--- config.mk ---
export PLATFORM = sky130hd
export DESIGN_NAME = counter_pwm_gen
export DESIGN_NICKNAME = d
export VERILOG_FILES = /design/src/rtl/counter_pkg.sv /design/src/rtl/wrap_detect.sv /design/src/rtl/counter_pwm_gen.sv
export SDC_FILE = /design/constraint.sdc
export NUM_CORES = 1
export LEC_CHECK = 0
export CORE_MARGIN = 10
export CORE_UTILIZATION = 30
export CTS_CLUSTER_DIAMETER = 120
export DETAILED_ROUTE_END_ITERATION = 10
export SYNTH_ARGS = -nofsm -noshare
export SYNTH_HDL_FRONTEND = slang
export SYNTH_HIERARCHICAL = 1
export SYNTH_SLANG_ARGS = --single-unit
--- constraint.sdc ---
create_clock -name clk -period 5.8 [get_ports clk]
set_input_delay 1.45 -clock clk [delete_from_list [all_inputs] [get_ports clk]]
set_output_delay 1.45 -clock clk [all_outputs]
set_load 0.01 [all_outputs]
--- src/rtl/counter_pkg.sv ---
// Shared definitions for the ripple-counter consumers: default width, PWM FSM states, duty clamp.
// Pure declarations; no state, no latency, no flow control.
package counter_pkg;

    localparam int WIDTH = 4;

    typedef enum logic [1:0] {
        IDLE,
        ARM,
        RUN
    } state_t;

    // Duty is a high-time in cycles, so anything beyond one full period saturates.
    function automatic int unsigned clamp_duty(input int unsigned duty, input int unsigned width);
        int unsigned max_duty;
        max_duty = 32'd1 << width;
        return (duty > max_duty) ? max_duty : duty;
    endfunction

endpackage

--- src/rtl/wrap_detect.sv ---
// Flags the cycle where the counter rolls from all-ones to zero; combinational on count_in, one register of history.
// No flow control; a non-sequential jump to zero is not reported as a wrap.
module wrap_detect
    import counter_pkg::*;
#(
    parameter int W = WIDTH
) (
    input  logic         clk,
    input  logic         res,
    input  logic [W-1:0] count_in,
    output logic         wrap
);

    logic [W-1:0] prev_q;

    // Resetting to zero (not all-ones) keeps the first post-reset zero from looking like a wrap.
    always_ff @(posedge clk or posedge res) begin
        if (res) begin
            prev_q <= '0;
        end else begin
            prev_q <= count_in;
        end
    end

    assign wrap = (count_in == '0) && (prev_q == '1);

endmodule

--- src/rtl/counter_pwm_gen.sv ---
// Turns the free-running counter value into a registered PWM plus per-period pulse; count_in to pwm_out is 1 cycle.
// Single-slot duty buffer: duty_ready drops on accept and returns when the value is applied at the next running wrap.
module counter_pwm_gen #(
    parameter int WIDTH = counter_pkg::WIDTH
) (
    input  logic             clk,
    input  logic             res,
    input  logic [WIDTH-1:0] count_in,
    input  logic             en,
    input  logic             duty_valid,
    input  logic [WIDTH:0]   duty_data,
    output logic             duty_ready,
    output logic             pwm_out,
    output logic             period_done,
    output logic             running
);

    import counter_pkg::*;

    state_t           state;
    logic             wrap;
    logic [WIDTH:0]   pending_q;
    logic             pending_vld;
    logic [WIDTH:0]   active_q;
    logic [WIDTH:0]   d_eff;
    logic [WIDTH:0]   duty_clamped;
    logic             accept;
    logic             cmp_hi;

    wrap_detect #(
        .W(WIDTH)
    ) u_wrap_detect (
        .clk      (clk),
        .res      (res),
        .count_in (count_in),
        .wrap     (wrap)
    );

    assign duty_ready   = !pending_vld;
    assign accept       = duty_valid && duty_ready;
    assign duty_clamped = (WIDTH+1)'(clamp_duty(32'(duty_data), WIDTH));

    // On the wrap cycle the pending value is already the duty of the period that starts now.
    assign d_eff  = (wrap && pending_vld) ? pending_q : active_q;
    assign cmp_hi = ({1'b0, count_in} < d_eff);

    assign running = (state == RUN);

    always_ff @(posedge clk or posedge res) begin
        if (res) begin
            state       <= IDLE;
            pending_q   <= '0;
            pending_vld <= 1'b0;
            active_q    <= '0;
            pwm_out     <= 1'b0;
            period_done <= 1'b0;
        end else begin
            period_done <= 1'b0;

            if (wrap && pending_vld && (state != IDLE)) begin
                active_q    <= pending_q;
                pending_vld <= 1'b0;
            end

            // Accept only fires with the slot empty, so it never collides with the transfer above.
            if (accept) begin
                pending_q   <= duty_clamped;
                pending_vld <= 1'b1;
            end

            case (state)
                IDLE: begin
                    pwm_out <= 1'b0;
                    if (en) begin
                        state <= ARM;
                    end
                end
                ARM: begin
                    if (!en) begin
                        state   <= IDLE;
                        pwm_out <= 1'b0;
                    end else if (wrap) begin
                        state   <= RUN;
                        pwm_out <= (d_eff != '0);
                    end else begin
                        pwm_out <= 1'b0;
                    end
                end
                RUN: begin
                    if (!en) begin
                        state   <= IDLE;
                        pwm_out <= 1'b0;
                    end else begin
                        pwm_out     <= cmp_hi;
                        period_done <= wrap;
                    end
                end
                default: begin
                    state   <= IDLE;
                    pwm_out <= 1'b0;
                end
            endcase
        end
    end

endmodule

==> metrics <==
row cnt 20; Worst Path Class, Setup input pin to flop; synthesized area per cell 11.4 µm²; number of global-route vias before repair 704; IO Pins 17; nets@finish between 100 and 150; endpoints failing hold 0; total track usage 0.0657; Post-Syn Area 966 µm²; element type at the critical path start input pin; CP peak stage delay 0.45 ns; share of cells above drive strength 1 0.115; Max clock buf depth 2; fin crit share 0.620; Seq/Total Area, Yosys 0.492; Detail Route Antenna Nets 0; postcts setup bufs 0; Final Core Density 0.389; Cell Chain, Critical Path clkdlybuf4s50_1, nand4bb_1, nor4_2, nand2_4, mux2i_1, ha_1, a21o_1, a21oi_1, o31ai_1, a311oi_1; leak pwr 0.566 nW; max-slew violation count 0; CTS buffer count 3; drt pass-1 iters 4; unrepaired setup endpoints after global routing false; Multi-input gate area 457 µm²; chip width 76.7 µm; PwrDens about 220 nW/µm²; Resize count post-CTS 0; full die area slightly below 6000 µm²; Residual DRC 0; crit path max fanout 8; antenna cells 0; clk_lat worst skew 0.29 ns; final global-route overflow total 0; Worst VDD drop approximately 0.13 mV; Clock Sinks 19; synth top area cells dfrtp_1, ha_1, mux2_4; Critical Path RT 5.99 ns; DP HPWL 1440 µm; flops & latches, synth 19; antenna violations before repair 0; H-tree levels 1; Worst Path Arrival between 3 and 4 ns; Starting Density 0.314; max_cap viols 0; status completed; setup TNS 0 ns; hold_buf cts 0; fmax 278 MHz; synthesis-to-layout area growth 23.8%; Relative slew margins 0.611; first-pass GRT wire length 3190 µm; Sequential Area 475 µm²; GPL Wtd Cong around 0.74; Syn Nets roughly 100; Slowest-stage cell, CP clkdlybuf4s50_1; CTS Root Cell clkbuf_4; IO Port Bufs 16; Syn. warnings 6; Syn Inst Count 85; routed wire length 1830 µm; DR WL/cell between 10 and 15 µm; Yosys top cell by area dfrtp_1; Synth top area share 0.492; via count 668; Final Critical Period 3.60 ns; Setup crit end kind flop; CTS tree built; hold crit path type flop to flop; # fillers about 320; Via-to-Cell Ratio 4.51; largest net degree at the start of global routing 16; core area 3080 µm²; worst clock skew 0.00159 ns; distinct cell type count after synthesis 28; Worst-Margin Slew roughly 0.6 ns; Die H about 77 µm; CTS clk-pin slew, worst paths 0.11 ns; Setup Viol. Count Final 0; Starting DRT DRC Count 21
## cells in the mapped netlist
library cell	instances
mux2_2	1
nand4bb_1	1
mux2i_1	4
inv_1	6
a311oi_1	1
nor2_1	2
o211ai_1	1
nand3_1	2
mux2_4	5
dfrtp_1	19
o21ai_0	6
o22ai_1	1
nand2b_1	4
nor3b_1	1
nand2_1	9
buf_6	1
and3b_2	1
ha_1	6
nand2_4	1
nor3_1	2
a21oi_1	3
o21a_1	1
and3_1	1
o31ai_1	1
a31oi_1	1
nor4_2	1
a21o_1	2
or2_1	1
## power breakdown
| group | internal [W] | total (W) | switching, W |
|---|---|---|---|
| sequential | 0.000142 | 0.000150 | 0.00000745 |
| combinational | 0.0000262 | 0.0000515 | 0.0000252 |
| clock | 0.0000268 | 0.0000671 | 0.0000403 |
## critical path: cells and delay by family
kind	cells	cell delay [ns]
fa+ha+maj	1	0.29
mux	1	0.15
simple gates	3	0.78
compound gates	4	0.67
buf+inv	1	0.45
## per-layer routing
layer / part of all wire / up-vias / GRT usage
met2: 0.41 / 20 / 0.0927
met3: 0.059 / 4 / 0.0338
met1: 0.52 / 306 / 0.0832
met5: 0 / - / 0
met4: 0.013 / 0 / 0.0223
li1: - / 338 / -
## registers in the layout, summed over array words and instances (netlist names)
signal and count:
active_q 5, pending_q 5, u_wrap_detect/prev_q 4, state 2, pending_vld 1, period_done 1
pwm_out 1
## per-stage QoR
stage	instances	hold slack, ns	cell area, µm²	setup WS, ns	power [W]
3_5_place_dp	144	0.527	1170	1.86	0.000204
3_3_place_gp	144	0.528	1170	1.96	0.000202
5_1_grt	148	0.577	1200	1.99	0.000287
6_report	148	0.551	1200	2.20	0.000268
2_1_floorplan	85	0.486	966	2.58	0.000185
4_1_cts	148	0.555	1200	2.16	0.000271
## cells in the final DEF (no fill, tap or decap), types with 2 or more instances in the layout
cell type / netlist / routed
clkbuf_4: 0 / 3
a21o_1: 2 / 2
a21oi_1: 3 / 3
nor2_1: 2 / 2
o21ai_0: 6 / 6
clkdlybuf4s50_1: 0 / 16
nor3_1: 2 / 2
inv_1: 6 / 6
nand3_1: 2 / 2
ha_1: 6 / 6
mux2i_1: 4 / 4
nand2_1: 9 / 9
nand2b_1: 4 / 4
mux2_4: 5 / 5
dfrtp_1: 19 / 19
## area by class of cell
type / instances / share of cell area
Sequential cell: 19 / 0.397
Clock buffer: 4 / 0.0220
Timing Repair Buffer: 16 / 0.134
Multi-Input combinational cell: 59 / 0.382
Inverter: 6 / 0.0188
Tap cell: 44 / 0.0460
## worst paths after layout
check | cells after the start | from | slack, ns | endpoint
setup / recovery | 10 | count_in[2] | 2.20 | pwm_out$_DFF_PP0_
hold / removal | 1 | active_q[1]$_DFFE_PP0P_ | 0.55 | active_q[1]$_DFFE_PP0P_
setup reg to reg | 9 | u_wrap_detect/prev_q[2]$_DFF_PP0_ | 3.56 | pwm_out$_DFF_PP0_
hold reg to reg | 1 | active_q[1]$_DFFE_PP0P_ | 0.55 | active_q[1]$_DFFE_PP0P_
max in group asynchronous | 2 | res | 3.89 | active_q[3]$_DFFE_PP0P_
min in group asynchronous | 2 | res | 1.35 | u_wrap_detect/prev_q[2]$_DFF_PP0_
## cells by family after synthesis
| group | Yosys count | synth area share |
|---|---|---|
| simple gates | 26 | 0.157 |
| flops | 19 | 0.492 |
| compound gates | 17 | 0.108 |
| mux | 10 | 0.131 |
| buf+inv | 7 | 0.0350 |
| fa+ha+maj | 6 | 0.0777 |
Power figures use the tool's default switching activity.
==> RTL change 1, RTL diff (same settings) <==
Set the package constant `WIDTH` to 6 (it was 4).
--- a/src/rtl/counter_pkg.sv
+++ b/src/rtl/counter_pkg.sv
@@ -2,7 +2,7 @@
 // Pure declarations; no state, no latency, no flow control.
 package counter_pkg;
 
-    localparam int WIDTH = 4;
+    localparam int WIDTH = 6;
 
     typedef enum logic [1:0] {
         IDLE,
Interface: changed (resized count_in and duty_data); port bits go from 17 to 21. The function was not compared with the original's and may differ.
==> RTL change 1 against the unedited design <==
Sequential power rose by 26%. Worst setup slack got worse by 0.56 ns. Critical path depth did not move. Critical endpoint unchanged. Count of clock-buffer cells in the layout did not move. First-iteration DRC count rose to 2.8 times the old value. Sequential cell count rose by 6. Final cell count rose by 20%. Area after synthesis rose by 30%. Fmax fell by 13%. Wire length rose by 43%. Cell area rose by 30%. Total power rose by 29%. Largest power group unchanged.
==> RTL change 1: results (changes against the unedited design) <==
adder-cell share of the synthesized area=7.94% (+0.17 points); Seq power=0.189 mW (+26%); sequential cell area share=40.3% (+0.54 points); first-pass GRT wire length=4410 um (+38%); clk_lat worst skew=0.27 ns (-0.02 ns); Syn Nets=131 (+26%); FF-to-FF Start=u_wrap_detect/prev_q[1]$_DFF_PP0_; Reg clk slew, reported paths=0.08 ns (-0.03 ns); Layout clock area frac=2.90% (+0.70 points); router iterations before antenna repair=4 (unchanged); final core occ=38.5% (-0.32 points); vias in the first global route=892 (+27%); share of cells above drive strength 1=10.2% (-1.4 points); LEAKAGE=0.744 nW (+32%); multi-input combinational area share=38.2% (about the same); post_cts resized=0 (unchanged); outcome=completed; signal buffers share of area=12.9% (-0.50 points); clock skew=0.00590 ns (+0.00431 ns); via count=867 (+30%); placed instance area=1510 sq um (+29%); setup ws final=1.64 ns (-0.561 ns); nonclk buf count=20 (+4); Post-DP HPWL=2010 um (+40%); Seq cells post-synth=25 (+6); combinational power=0.0526 mW (+2%); fill count=408 (+26%); vias per cell=4.87 (+7.9%); WHS=0.552 ns (+0.000833 ns); Slew headroom=51.0% (-10 points); largest net degree at the start of global routing=20 (+4); Mapped Cells=106 (+25%); number of DRC markers in iteration 0=58 (+180%); inverter count=7 (+1); Cells after DPL=174 (+21%); synth top area cells=dfrtp_1 (50%), mux2_4 (8.3%), ha_1 (7.9%), mux2i_1 (4.8%), o21ai_0 (3.2%); nets=154 (+24%); Total GRT Usage=7.46% (+0.89 points); registers with the most flip-flops=active_q (7), pending_q (7), u_wrap_detect/prev_q (6); Compound-Gate Fraction of Synth Area=11.3% (+0.57 points); portion of netlist area occupied by mux cells=14.0% (+0.92 points); IO buf count=20 (+4); min-delay worst type=register to register; maximum vdd ir drop=0.103 mV (-22%); dpl ws=1.39 ns (-0.473 ns); r2r setup slk=3.06 ns (-0.50 ns); final total power=0.346 mW (+29%); P_sw=0.0867 mW (+19%); Routed WL per cell=14.7 um (+19%); RePlAce Congestion=0.814 (+9.8%); count of cell types in the netlist=31 (+11%)
RTL change 1: worst max-delay path by stage:
| stage | from | end | depth (start not counted) |
|---|---|---|---|
| finish | count_in[1] | pwm_out$_DFF_PP0_ | 10 |
| global route | count_in[1] | pwm_out$_DFF_PP0_ | 10 |
| CTS | count_in[1] | pwm_out$_DFF_PP0_ | 10 |
| detailed placement | count_in[1] | pwm_out$_DFF_PP0_ | 10 |
| global placement | count_in[1] | pwm_out$_DFF_PP0_ | 10 |
| floorplan | count_in[1] | pwm_out$_DFF_PP0_ | 9 |
RTL change 1: critical path, stage by stage:
cell and delay (ns):
clkdlybuf4s50_1 0.46, or4b_1 0.55, nor3_2 0.38, nand2_4 0.16, mux2i_1 0.19, ha_1 0.26, a21o_1 0.19, a221o_1 0.33
a41o_1 0.21, a31oi_1 0.17
RTL change 1: metal layers:
metal  share of wire, %  wire, um  GRT usage, %
met3                6.9       180          2.13
met2                 41      1060          10.4
met4                2.1        55          4.04
met5                  0         0             0
met1                 50      1320          10.0
